`src/rtl/dcm_lock_monitor_if.sv`:
```
// Signal bundle between a DCM and its lock monitor.
// master = monitor side (drives DCM reset and status flags), slave = DCM side.
interface dcm_lock_monitor_if;
  logic       dcm_locked;
  logic [7:0] dcm_status;
  logic       dcm_rst;
  logic       clk_ready;
  logic       lock_lost;
  logic [7:0] relock_count;
  logic       fail;

  modport master (
    input  dcm_locked, dcm_status,
    output dcm_rst, clk_ready, lock_lost, relock_count, fail
  );

  modport slave (
    output dcm_locked, dcm_status,
    input  dcm_rst, clk_ready, lock_lost, relock_count, fail
  );
endinterface

```
`src/rtl/dcm_lock_monitor.sv`:
```
// DCM reset sequencer and lock supervisor: pulses DCM RST, filters LOCKED, gates clk_ready.
// Optional macro DCM_STATUS_CHECK_EN: treat STATUS[1]/STATUS[2] (clock stopped) as lock loss in RUN.
module dcm_lock_monitor #(
  parameter int RST_PULSE_LEN = 3,
  parameter int LOCK_FILTER   = 16,
  parameter int LOCK_TIMEOUT  = 65535,
  parameter int RETRY_MAX     = 15
) (
  input  logic               clkin,
  input  logic               rst,
  dcm_lock_monitor_if.master bus
);
  localparam int CNT_MAX = (RST_PULSE_LEN > LOCK_FILTER) ? RST_PULSE_LEN : LOCK_FILTER;
  localparam int CNT_W   = $clog2(CNT_MAX + 1);
  localparam int TMR_W   = $clog2(LOCK_TIMEOUT + 1);
  localparam int RETRY_W = $clog2(RETRY_MAX + 2);

  localparam logic [CNT_W-1:0]   PULSE_LAST  = CNT_W'(RST_PULSE_LEN - 1);
  // The WAIT_LOCK->SETTLE sample is the first of the LOCK_FILTER locked samples.
  localparam logic [CNT_W-1:0]   FILTER_LAST = CNT_W'(LOCK_FILTER - 2);
  localparam logic [TMR_W-1:0]   TIMER_LAST  = TMR_W'(LOCK_TIMEOUT - 1);
  localparam logic [RETRY_W-1:0] RETRY_LIMIT = RETRY_W'(RETRY_MAX);

  typedef enum logic [2:0] {
    S_RESET_PULSE,
    S_WAIT_LOCK,
    S_SETTLE,
    S_RUN,
    S_FAIL
  } state_t;

  function automatic logic [7:0] sat_inc8(input logic [7:0] v);
    return (v == 8'hFF) ? v : v + 8'd1;
  endfunction

  state_t             state_q, state_d;
  logic [CNT_W-1:0]   cnt_q, cnt_d;
  logic [TMR_W-1:0]   timer_q, timer_d;
  logic [RETRY_W-1:0] retry_q, retry_d;
  logic               lock_lost_q, lock_lost_d;
  logic [7:0]         relock_q, relock_d;
  logic               dcm_rst_q, clk_ready_q, fail_q;

  // ---- stage p0/p1: LOCKED crosses into the clkin domain
  logic locked_p0, locked_p1;
  logic locked_s;
  always_ff @(posedge clkin) begin
    locked_p0 <= bus.dcm_locked;
    locked_p1 <= locked_p0;
  end
  assign locked_s = locked_p1;

  logic status_loss;
  logic unused_status;
`ifdef DCM_STATUS_CHECK_EN
  logic [1:0] stopped_p0, stopped_p1;
  always_ff @(posedge clkin) begin
    stopped_p0 <= bus.dcm_status[2:1];
    stopped_p1 <= stopped_p0;
  end
  assign status_loss   = |stopped_p1;
  assign unused_status = ^{bus.dcm_status[7:3], bus.dcm_status[0]};
`else
  assign status_loss   = 1'b0;
  assign unused_status = ^bus.dcm_status;
`endif

  // ---- next-state and counter logic
  always_comb begin
    state_d     = state_q;
    cnt_d       = cnt_q;
    timer_d     = timer_q;
    retry_d     = retry_q;
    lock_lost_d = lock_lost_q;
    relock_d    = relock_q;

    case (state_q)
      S_RESET_PULSE: begin
        cnt_d   = cnt_q + 1'b1;
        timer_d = '0;
        if (cnt_q == PULSE_LAST) state_d = S_WAIT_LOCK;
      end
      S_WAIT_LOCK: begin
        if (timer_q != TIMER_LAST) timer_d = timer_q + 1'b1;
        if (locked_s) begin
          state_d = S_SETTLE;
        end else if (timer_q == TIMER_LAST) begin
          retry_d = retry_q + 1'b1;
          state_d = (retry_q == RETRY_LIMIT) ? S_FAIL : S_RESET_PULSE;
        end
      end
      S_SETTLE: begin
        // Timer deliberately keeps running across WAIT_LOCK/SETTLE bounces.
        if (timer_q != TIMER_LAST) timer_d = timer_q + 1'b1;
        cnt_d = cnt_q + 1'b1;
        if (!locked_s)                state_d = S_WAIT_LOCK;
        else if (cnt_q == FILTER_LAST) state_d = S_RUN;
      end
      S_RUN: begin
        if (!locked_s || status_loss) begin
          state_d     = S_RESET_PULSE;
          lock_lost_d = 1'b1;
          relock_d    = sat_inc8(relock_q);
        end
      end
      S_FAIL: begin
        state_d = S_FAIL;
      end
      default: begin
        state_d = S_RESET_PULSE;
      end
    endcase

    if (state_d != state_q) cnt_d = '0;
    if (state_d == S_RUN && state_q != S_RUN) retry_d = '0;
  end

  // ---- registered state and outputs
  always_ff @(posedge clkin) begin
    if (rst) begin
      state_q     <= S_RESET_PULSE;
      cnt_q       <= '0;
      timer_q     <= '0;
      retry_q     <= '0;
      lock_lost_q <= 1'b0;
      relock_q    <= 8'd0;
      dcm_rst_q   <= 1'b1;
      clk_ready_q <= 1'b0;
      fail_q      <= 1'b0;
    end else begin
      state_q     <= state_d;
      cnt_q       <= cnt_d;
      timer_q     <= timer_d;
      retry_q     <= retry_d;
      lock_lost_q <= lock_lost_d;
      relock_q    <= relock_d;
      dcm_rst_q   <= (state_d == S_RESET_PULSE);
      clk_ready_q <= (state_d == S_RUN);
      fail_q      <= (state_d == S_FAIL);
    end
  end

  assign bus.dcm_rst      = dcm_rst_q;
  assign bus.clk_ready    = clk_ready_q;
  assign bus.lock_lost    = lock_lost_q;
  assign bus.relock_count = relock_q;
  assign bus.fail         = fail_q;
endmodule
```
`src/flat_wrapper.sv`:
```
// flat-port wrapper written by rule: the top's interface ports become plain ports
module dcm_lock_monitor_flat 
#(
  parameter int RST_PULSE_LEN = 3,
  parameter int LOCK_FILTER   = 16,
  parameter int LOCK_TIMEOUT  = 65535,
  parameter int RETRY_MAX     = 15
)
  (clkin, rst, bus_dcm_locked, bus_dcm_status, bus_dcm_rst, bus_clk_ready, bus_lock_lost, bus_relock_count, bus_fail);
  dcm_lock_monitor_if bus_i ();
  input  logic clkin;
  input  logic rst;
  input wire logic [$bits(bus_i.dcm_locked)-1:0] bus_dcm_locked;
  input wire logic [$bits(bus_i.dcm_status)-1:0] bus_dcm_status;
  output wire logic [$bits(bus_i.dcm_rst)-1:0] bus_dcm_rst;
  output wire logic [$bits(bus_i.clk_ready)-1:0] bus_clk_ready;
  output wire logic [$bits(bus_i.lock_lost)-1:0] bus_lock_lost;
  output wire logic [$bits(bus_i.relock_count)-1:0] bus_relock_count;
  output wire logic [$bits(bus_i.fail)-1:0] bus_fail;
  assign bus_i.dcm_locked = bus_dcm_locked;
  assign bus_i.dcm_status = bus_dcm_status;
  assign bus_dcm_rst = bus_i.dcm_rst;
  assign bus_clk_ready = bus_i.clk_ready;
  assign bus_lock_lost = bus_i.lock_lost;
  assign bus_relock_count = bus_i.relock_count;
  assign bus_fail = bus_i.fail;
  dcm_lock_monitor #(.RST_PULSE_LEN(RST_PULSE_LEN), .LOCK_FILTER(LOCK_FILTER), .LOCK_TIMEOUT(LOCK_TIMEOUT), .RETRY_MAX(RETRY_MAX)) u_core (.clkin(clkin), .rst(rst), .bus(bus_i));
endmodule
```
`config.mk`:
```
export PLATFORM = sky130hd
export DESIGN_NAME = dcm_lock_monitor_flat
export DESIGN_NICKNAME = d
export VERILOG_FILES = /design/src/rtl/dcm_lock_monitor_if.sv /design/src/rtl/dcm_lock_monitor.sv /design/src/flat_wrapper.sv
export SDC_FILE = /design/constraint.sdc
export NUM_CORES = 1
export LEC_CHECK = 0
export CAP_MARGIN = 15
export CORE_ASPECT_RATIO = 2
export CORE_MARGIN = 8
export CORE_UTILIZATION = 44
export CTS_CLUSTER_SIZE = 30
export DETAILED_ROUTE_END_ITERATION = 10
export PLACE_DENSITY = 0.65
export SETUP_SLACK_MARGIN = 0.1
export SYNTH_ARGS = -nofsm -noshare
export SYNTH_HDL_FRONTEND = slang
export SYNTH_SLANG_ARGS = --single-unit
export TNS_END_PERCENT = 30
```
`constraint.sdc`:
```
create_clock -name clkin -period 2.8 [get_ports clkin]
set_input_delay 0.56 -clock clkin [delete_from_list [all_inputs] [get_ports clkin]]
set_output_delay 0.56 -clock clkin [all_outputs]
set_load 0.01 [all_outputs]
```
## Yosys cells after proc, flatten, opt, wreduce, memory -nomap -nowiden

Index checks and enable logic that the tools add are counted.

| word-level totals | value |
|---|---|
| flip-flop bits (word level) | 43 |
| logic and storage cells | 54 |

| operators by class | value |
|---|---|
| add/subtract/negate cells | 4 |
| equality and inequality tests | 15 |
| multiplexer cells | 10 |
| bitwise gates (word level) | 2 |
| reductions and logical operators | 12 |

Operators with widths:

| operator | number |
|---|---|
| case mux 16 bit (2 select lines) | 1 |
| 2-to-1 mux 3 bit | 7 |
| adder 16 x 1 -> 16 bit (second input constant) | 1 |
| == test 16 bit (second input constant) | 1 |
| 2-to-1 mux 16 bit | 1 |
| != test 16 bit (second input constant) | 1 |
| case mux 3 bit (5 select lines) | 1 |
| adder 5 x 1 -> 5 bit (second input constant) | 2 |
| == test 5 x 4 -> 1 bit (second input constant) | 2 |
| == test 3 x 2 -> 1 bit (second input constant) | 3 |
| adder 8 x 1 -> 8 bit (second input constant) | 1 |
| == test 8 bit (second input constant) | 1 |
| OR reduction 2 bit | 4 |
| == test 3 bit (second input constant) | 2 |
| zero test 3 bit | 2 |
| AND reduction 3 bit | 2 |
| == test 5 x 2 -> 1 bit (second input constant) | 1 |
| AND reduction 2 bit | 2 |
| == test 3 x 1 -> 1 bit (second input constant) | 1 |
| != test 3 x 2 -> 1 bit (second input constant) | 1 |
| != test 3 bit | 1 |
| != test 2 x 1 -> 1 bit (second input constant) | 1 |
| inverter 1 bit | 2 |
| nonzero test 2 bit | 1 |
| logical AND 1 bit | 1 |

## Longest topological paths before layout

| depth | value |
|---|---|
| depth after elaboration | 8 |
| mapped depth | 8 |

## Worst setup path after synthesis

Ideal clock, no wire load.

| path | value |
|---|---|
| kind | flip-flop to flip-flop |
| start point | reg u_core.timer_q[0] |
| end point | reg u_core.dcm_rst_q, in the netlist u_core.bus.dcm_rst |
| library setup time | 57 ps |
| arrival | 1,819 ps |
| data required time | 2,743 ps |
| path slack | 924 ps |
| stages on the path, launching flop included | 9 |
| path buffers | 1 |
| period minus slack after synthesis | 1,876 ps |
| cell sequence | dfxtp_1 -> inv_1 -> ha_1 -> nand4_2 -> or4_4 -> buf_6 -> a21oi_4 -> nor3b_2 -> a21o_1 |

| between the ends | value |
|---|---|
| longest elaborated chain between the ends | 5 |

RTL lines:

| what | RTL line | text |
|---|---|---|
| start, declared | dcm_lock_monitor.sv:38 | `logic [TMR_W-1:0] timer_q, timer_d;` |
| start signal, assigned | dcm_lock_monitor.sv:133 | `timer_q <= timer_d;` |
| == test 16 bit | dcm_lock_monitor.sv:87 | `end else if (timer_q == TIMER_LAST) begin` |
| 2-to-1 mux 3 bit | dcm_lock_monitor.sv:87 |  |
| 2-to-1 mux 3 bit | dcm_lock_monitor.sv:85 | `if (locked_s) begin` |
| case mux 3 bit (5 select lines) | dcm_lock_monitor.sv:77 | `case (state_q)` |
| zero test 3 bit | dcm_lock_monitor.sv:137 | `dcm_rst_q <= (state_d == S_RESET_PULSE);` |
| end signal, assigned | dcm_lock_monitor.sv:137 |  |
| end, declared | dcm_lock_monitor.sv:42 | `logic dcm_rst_q, clk_ready_q, fail_q;` |

Every way passes these cells.
A chain may end at the register's enable or synchronous reset.

## Final worst setup path

| path | value |
|---|---|
| start point | reg u_core.timer_q[1] |
| end point | reg u_core.dcm_rst_q, in the netlist u_core.bus.dcm_rst |

Same word-level chain as after synthesis.

==> flow_summary.rst <==
.. list-table::
   :header-rows: 1

   * - Metric
     - Value
   * - Run status
     - complete, no violations
   * - Fraction of synthesized cell area taken by the top area cell type
     - 0.4021
   * - FMAX
     - 0.4664 GHz
   * - Critical path peak fanout
     - 5
   * - Critical Path Source
     - u_core.timer_q[1]$_SDFFE_PP0P_
   * - Setup TNS
     - 0 ps
   * - Initial core utilization
     - 0.4484
   * - Placed Cells
     - 303
   * - First-pass GRT wire length
     - 6.858 mm
   * - Max Slew Vio Count
     - 0
   * - Slowest cell on the critical path
     - sky130_fd_sc_hd__nor4_1
   * - Vias per cell
     - 5.318
   * - Clock-pin slew reported for the worst setup and hold paths after clock tree synthesis
     - 90 ps
   * - Slew margin rel.
     - 0.5790
   * - Final Hold Violating Endpoints
     - 0
   * - Detailed Route WL
     - 3.876 mm
   * - Dominant register cell in the synthesized netlist
     - sky130_fd_sc_hd__dfxtp_1
   * - Seq/Total Area, Yosys
     - 0.4021
   * - Synthesized area divided by synthesized cell count
     - 8.957 um2
   * - Slew @ Worst Pin
     - 627.2 ps
   * - Kind of end point of the critical path
     - flip-flop
   * - Final Setup Violations
     - 0
   * - Path type of the worst setup path
     - reg -> reg
   * - Clock tree sinks
     - 43
   * - Biggest cell delay along the critical path
     - 590 ps
   * - Area used by multi-input combinational logic
     - 0.001179 mm2
   * - Post-CTS Hold Buffers
     - 0
   * - DRC
     - 0
   * - Initial antenna violation count
     - 0
   * - Post-DRT Antenna Nets
     - 0
   * - Unrepaired setup endpoints after global routing
     - no
   * - Clock insertion delay at the later pin of the skew report
     - 300 ps
   * - Max_cap viols
     - 0
   * - DR iter-0 viols
     - 61
   * - Count of different cell masters after synthesis
     - 47
   * - Sequential cell area
     - 860.8 um2
   * - Post-Synthesis Cell Area
     - 0.002141 mm2
   * - Reg2Reg Launch Point
     - u_core.timer_q[1]$_SDFFE_PP0P_
   * - Nets in the synthesized netlist
     - 257
   * - Number of synthesized flops with an enable pin
     - 0
   * - Worst clock skew on the final layout
     - 9.458 ps
   * - Placeable core area
     - 0.004775 mm2
   * - Number of input and output port buffers inserted
     - 14
   * - Share of final-layout standard cells stronger than drive strength 1
     - 0.1142
   * - Number of buffer and inverter instances along the worst setup path
     - 1
   * - Worst-case vdd ir drop
     - 0.3556 mV
   * - Worst-case clock buffer depth
     - 2
   * - Total congestion overflow
     - 0
   * - DP HPWL
     - 2.828 mm
   * - Cell Chain, Critical Path
     - ha_1 -> nand4_2 -> nor4_1 -> buf_4 -> and3_1 -> nor3_1 -> a21o_1
   * - Kind of launch point of the worst setup path
     - flip-flop
   * - Yosys reg bits
     - 43
   * - Fill cell instance count of the final layout
     - 483
   * - Top post-synthesis cells by count
     - 43 x sky130_fd_sc_hd__dfxtp_1, 40 x sky130_fd_sc_hd__nor2_1, 16 x sky130_fd_sc_hd__xnor2_1, 12 x sky130_fd_sc_hd__a21oi_1, 12 x sky130_fd_sc_hd__nand2_1
   * - Endpoint required time on the critical path
     - 3000 ps
   * - # IOs
     - 23
   * - Leak
     - 0.0008057 uW
   * - Area growth from synthesis to layout
     - 11.63%
   * - Share of synthesized registers carrying an async set or reset
     - 0
   * - Min Clock Period, post-route
     - 2144 ps
   * - Pre-antenna DRT Iters
     - 4
   * - Detailed-route wire length per cell
     - 12.46 um
   * - Final Non-Filler Cells
     - 311
   * - Synth warnings
     - 0
   * - Via count of the first global-routing pass
     - 1568
   * - Number of placement rows
     - 36
   * - Total routing usage reported by global routing
     - 0.1127
   * - Clock root cell
     - sky130_fd_sc_hd__clkbuf_8
   * - Launch instance of the worst min-delay path
     - u_core.locked_p0$_DFF_P_
   * - Die outline width
     - 65.32 um
   * - Final worst path period share
     - 0.7657
   * - Arrival time of the worst setup path
     - 2340 ps
   * - Min-delay worst type
     - reg -> reg
   * - Total Die Area
     - 0.007489 mm2
   * - Net total in the final layout
     - 271
   * - Maximum number of pins on one net before global-route repair
     - 17
   * - Total via count after detailed routing
     - 1654
   * - Buffers inserted by post-CTS timing repair
     - 0
   * - Number of antenna diodes
     - 0
   * - GP Congestion
     - 0.8616
   * - TritonCTS Buffers
     - 5
   * - Total power divided by cell area
     - 532.2 mW/mm2
   * - Synth top area cells
     - sky130_fd_sc_hd__dfxtp_1 40%, sky130_fd_sc_hd__nor2_1 7.0%, sky130_fd_sc_hd__xnor2_1 6.5%
   * - Top cell type by total area after synthesis
     - sky130_fd_sc_hd__dfxtp_1
   * - Post-cts sizing count
     - 0
   * - CTS H-tree lvls
     - 2
   * - Count leader, synth
     - sky130_fd_sc_hd__dfxtp_1
   * - Number of standard cells after synthesis
     - 239
   * - Clock tree from TritonCTS
     - done
   * - Die outline height
     - 114.6 um
   * - Family of cells with the greatest summed delay on the critical path
     - simple AND/OR/NAND/NOR gates
layout by cell type, fill, tap and decap left out, types with 2 or more instances in the layout:
cell,instances
sky130_fd_sc_hd__a211o_2,2
sky130_fd_sc_hd__a211oi_1,2
sky130_fd_sc_hd__a21oi_1,12
sky130_fd_sc_hd__and3_1,4
sky130_fd_sc_hd__and4bb_2,2
sky130_fd_sc_hd__buf_4,3
sky130_fd_sc_hd__clkbuf_8,5
sky130_fd_sc_hd__clkdlybuf4s50_1,14
sky130_fd_sc_hd__clkinv_4,2
sky130_fd_sc_hd__dfxtp_1,43
sky130_fd_sc_hd__ha_1,7
sky130_fd_sc_hd__inv_1,6
sky130_fd_sc_hd__mux2i_1,3
sky130_fd_sc_hd__nand2_1,12
sky130_fd_sc_hd__nand2b_1,2
sky130_fd_sc_hd__nand3_1,9
sky130_fd_sc_hd__nand4_1,10
sky130_fd_sc_hd__nor2_1,40
sky130_fd_sc_hd__nor2b_1,3
sky130_fd_sc_hd__nor3_1,11
sky130_fd_sc_hd__nor4_1,2
sky130_fd_sc_hd__o21ai_0,5
sky130_fd_sc_hd__or3_1,4
sky130_fd_sc_hd__or4b_2,2
sky130_fd_sc_hd__xnor2_1,16
sky130_fd_sc_hd__xor2_1,10
final cells by class:
cell class                      count  share of cell area
Timing Repair Buffer               17             0.06806
Clock inverter                      3             0.01047
Clock buffer                        5             0.02880
Inverter                            6            0.009424
Sequential cell                    43              0.3602
Tap cell                           57             0.02984
Multi-Input combinational cell    180              0.4932
layer usage:
layer,track usage,vias to the layer above,routed length [um]
met5,0,-,0
met4,0.05279,0,77
met3,0.02843,7,152
met2,0.1837,21,1820
met1,0.1324,762,1826
li1,-,864,-
final timing paths:
path,endpoint,slack [ps],cells past startpoint
max,u_core.bus.dcm_rst$_SDFF_PP1_,660,7
max reg2reg,u_core.bus.dcm_rst$_SDFF_PP1_,660,7
min,u_core.locked_p1$_DFF_P_,330,0
min reg2reg,u_core.locked_p1$_DFF_P_,330,0
cells by family (layout without fill, tap and decap cells):
logic type | count (synthesis) | in the layout | synth area share
simple gates | 116 | 116 | 0.3045
flops | 43 | 43 | 0.4021
compound gates | 28 | 28 | 0.08475
xor+xnor | 26 | 26 | 0.1064
buf+inv | 16 | 31 | 0.04734
fa+ha+maj | 7 | 7 | 0.04091
mux | 3 | 3 | 0.01403
power breakdown:
part           switching [uW]  internal, uW  leakage (uW)  total (uW)
sequential               40.2           640      0.000348         680
clock                     214           178     0.0000443         392
combinational             114          85.1      0.000414         199
total                     368           903      0.000806        1270
registers in the layout, summed over array words and instances (netlist names):
signal and flops:
u_core.bus.relock_count 8, u_core.bus.fail 1, u_core.bus.clk_ready 1, u_core.timer_q 16
u_core.locked_p1 1, u_core.retry_q 5, u_core.state_q 3, u_core.bus.lock_lost 1
u_core.bus.dcm_rst 1, u_core.locked_p0 1, u_core.cnt_q 5
through the flow:
step                setup WS, ps  hold WS (ps)  total power, uW    util  area [um2]
detailed placement         641.5         315.8            895.6  0.4809        2296
finish                     656.1         331.8             1272  0.5005        2390
floorplan                  923.8         309.6            854.9       -        2141
global placement           652.7         311.6            889.9  0.4809        2296
global route               517.7         352.2             1353  0.5005        2390
CTS                        636.7         335.6             1299  0.5005        2390
No activity file was read; power rests on OpenSTA's default activity.
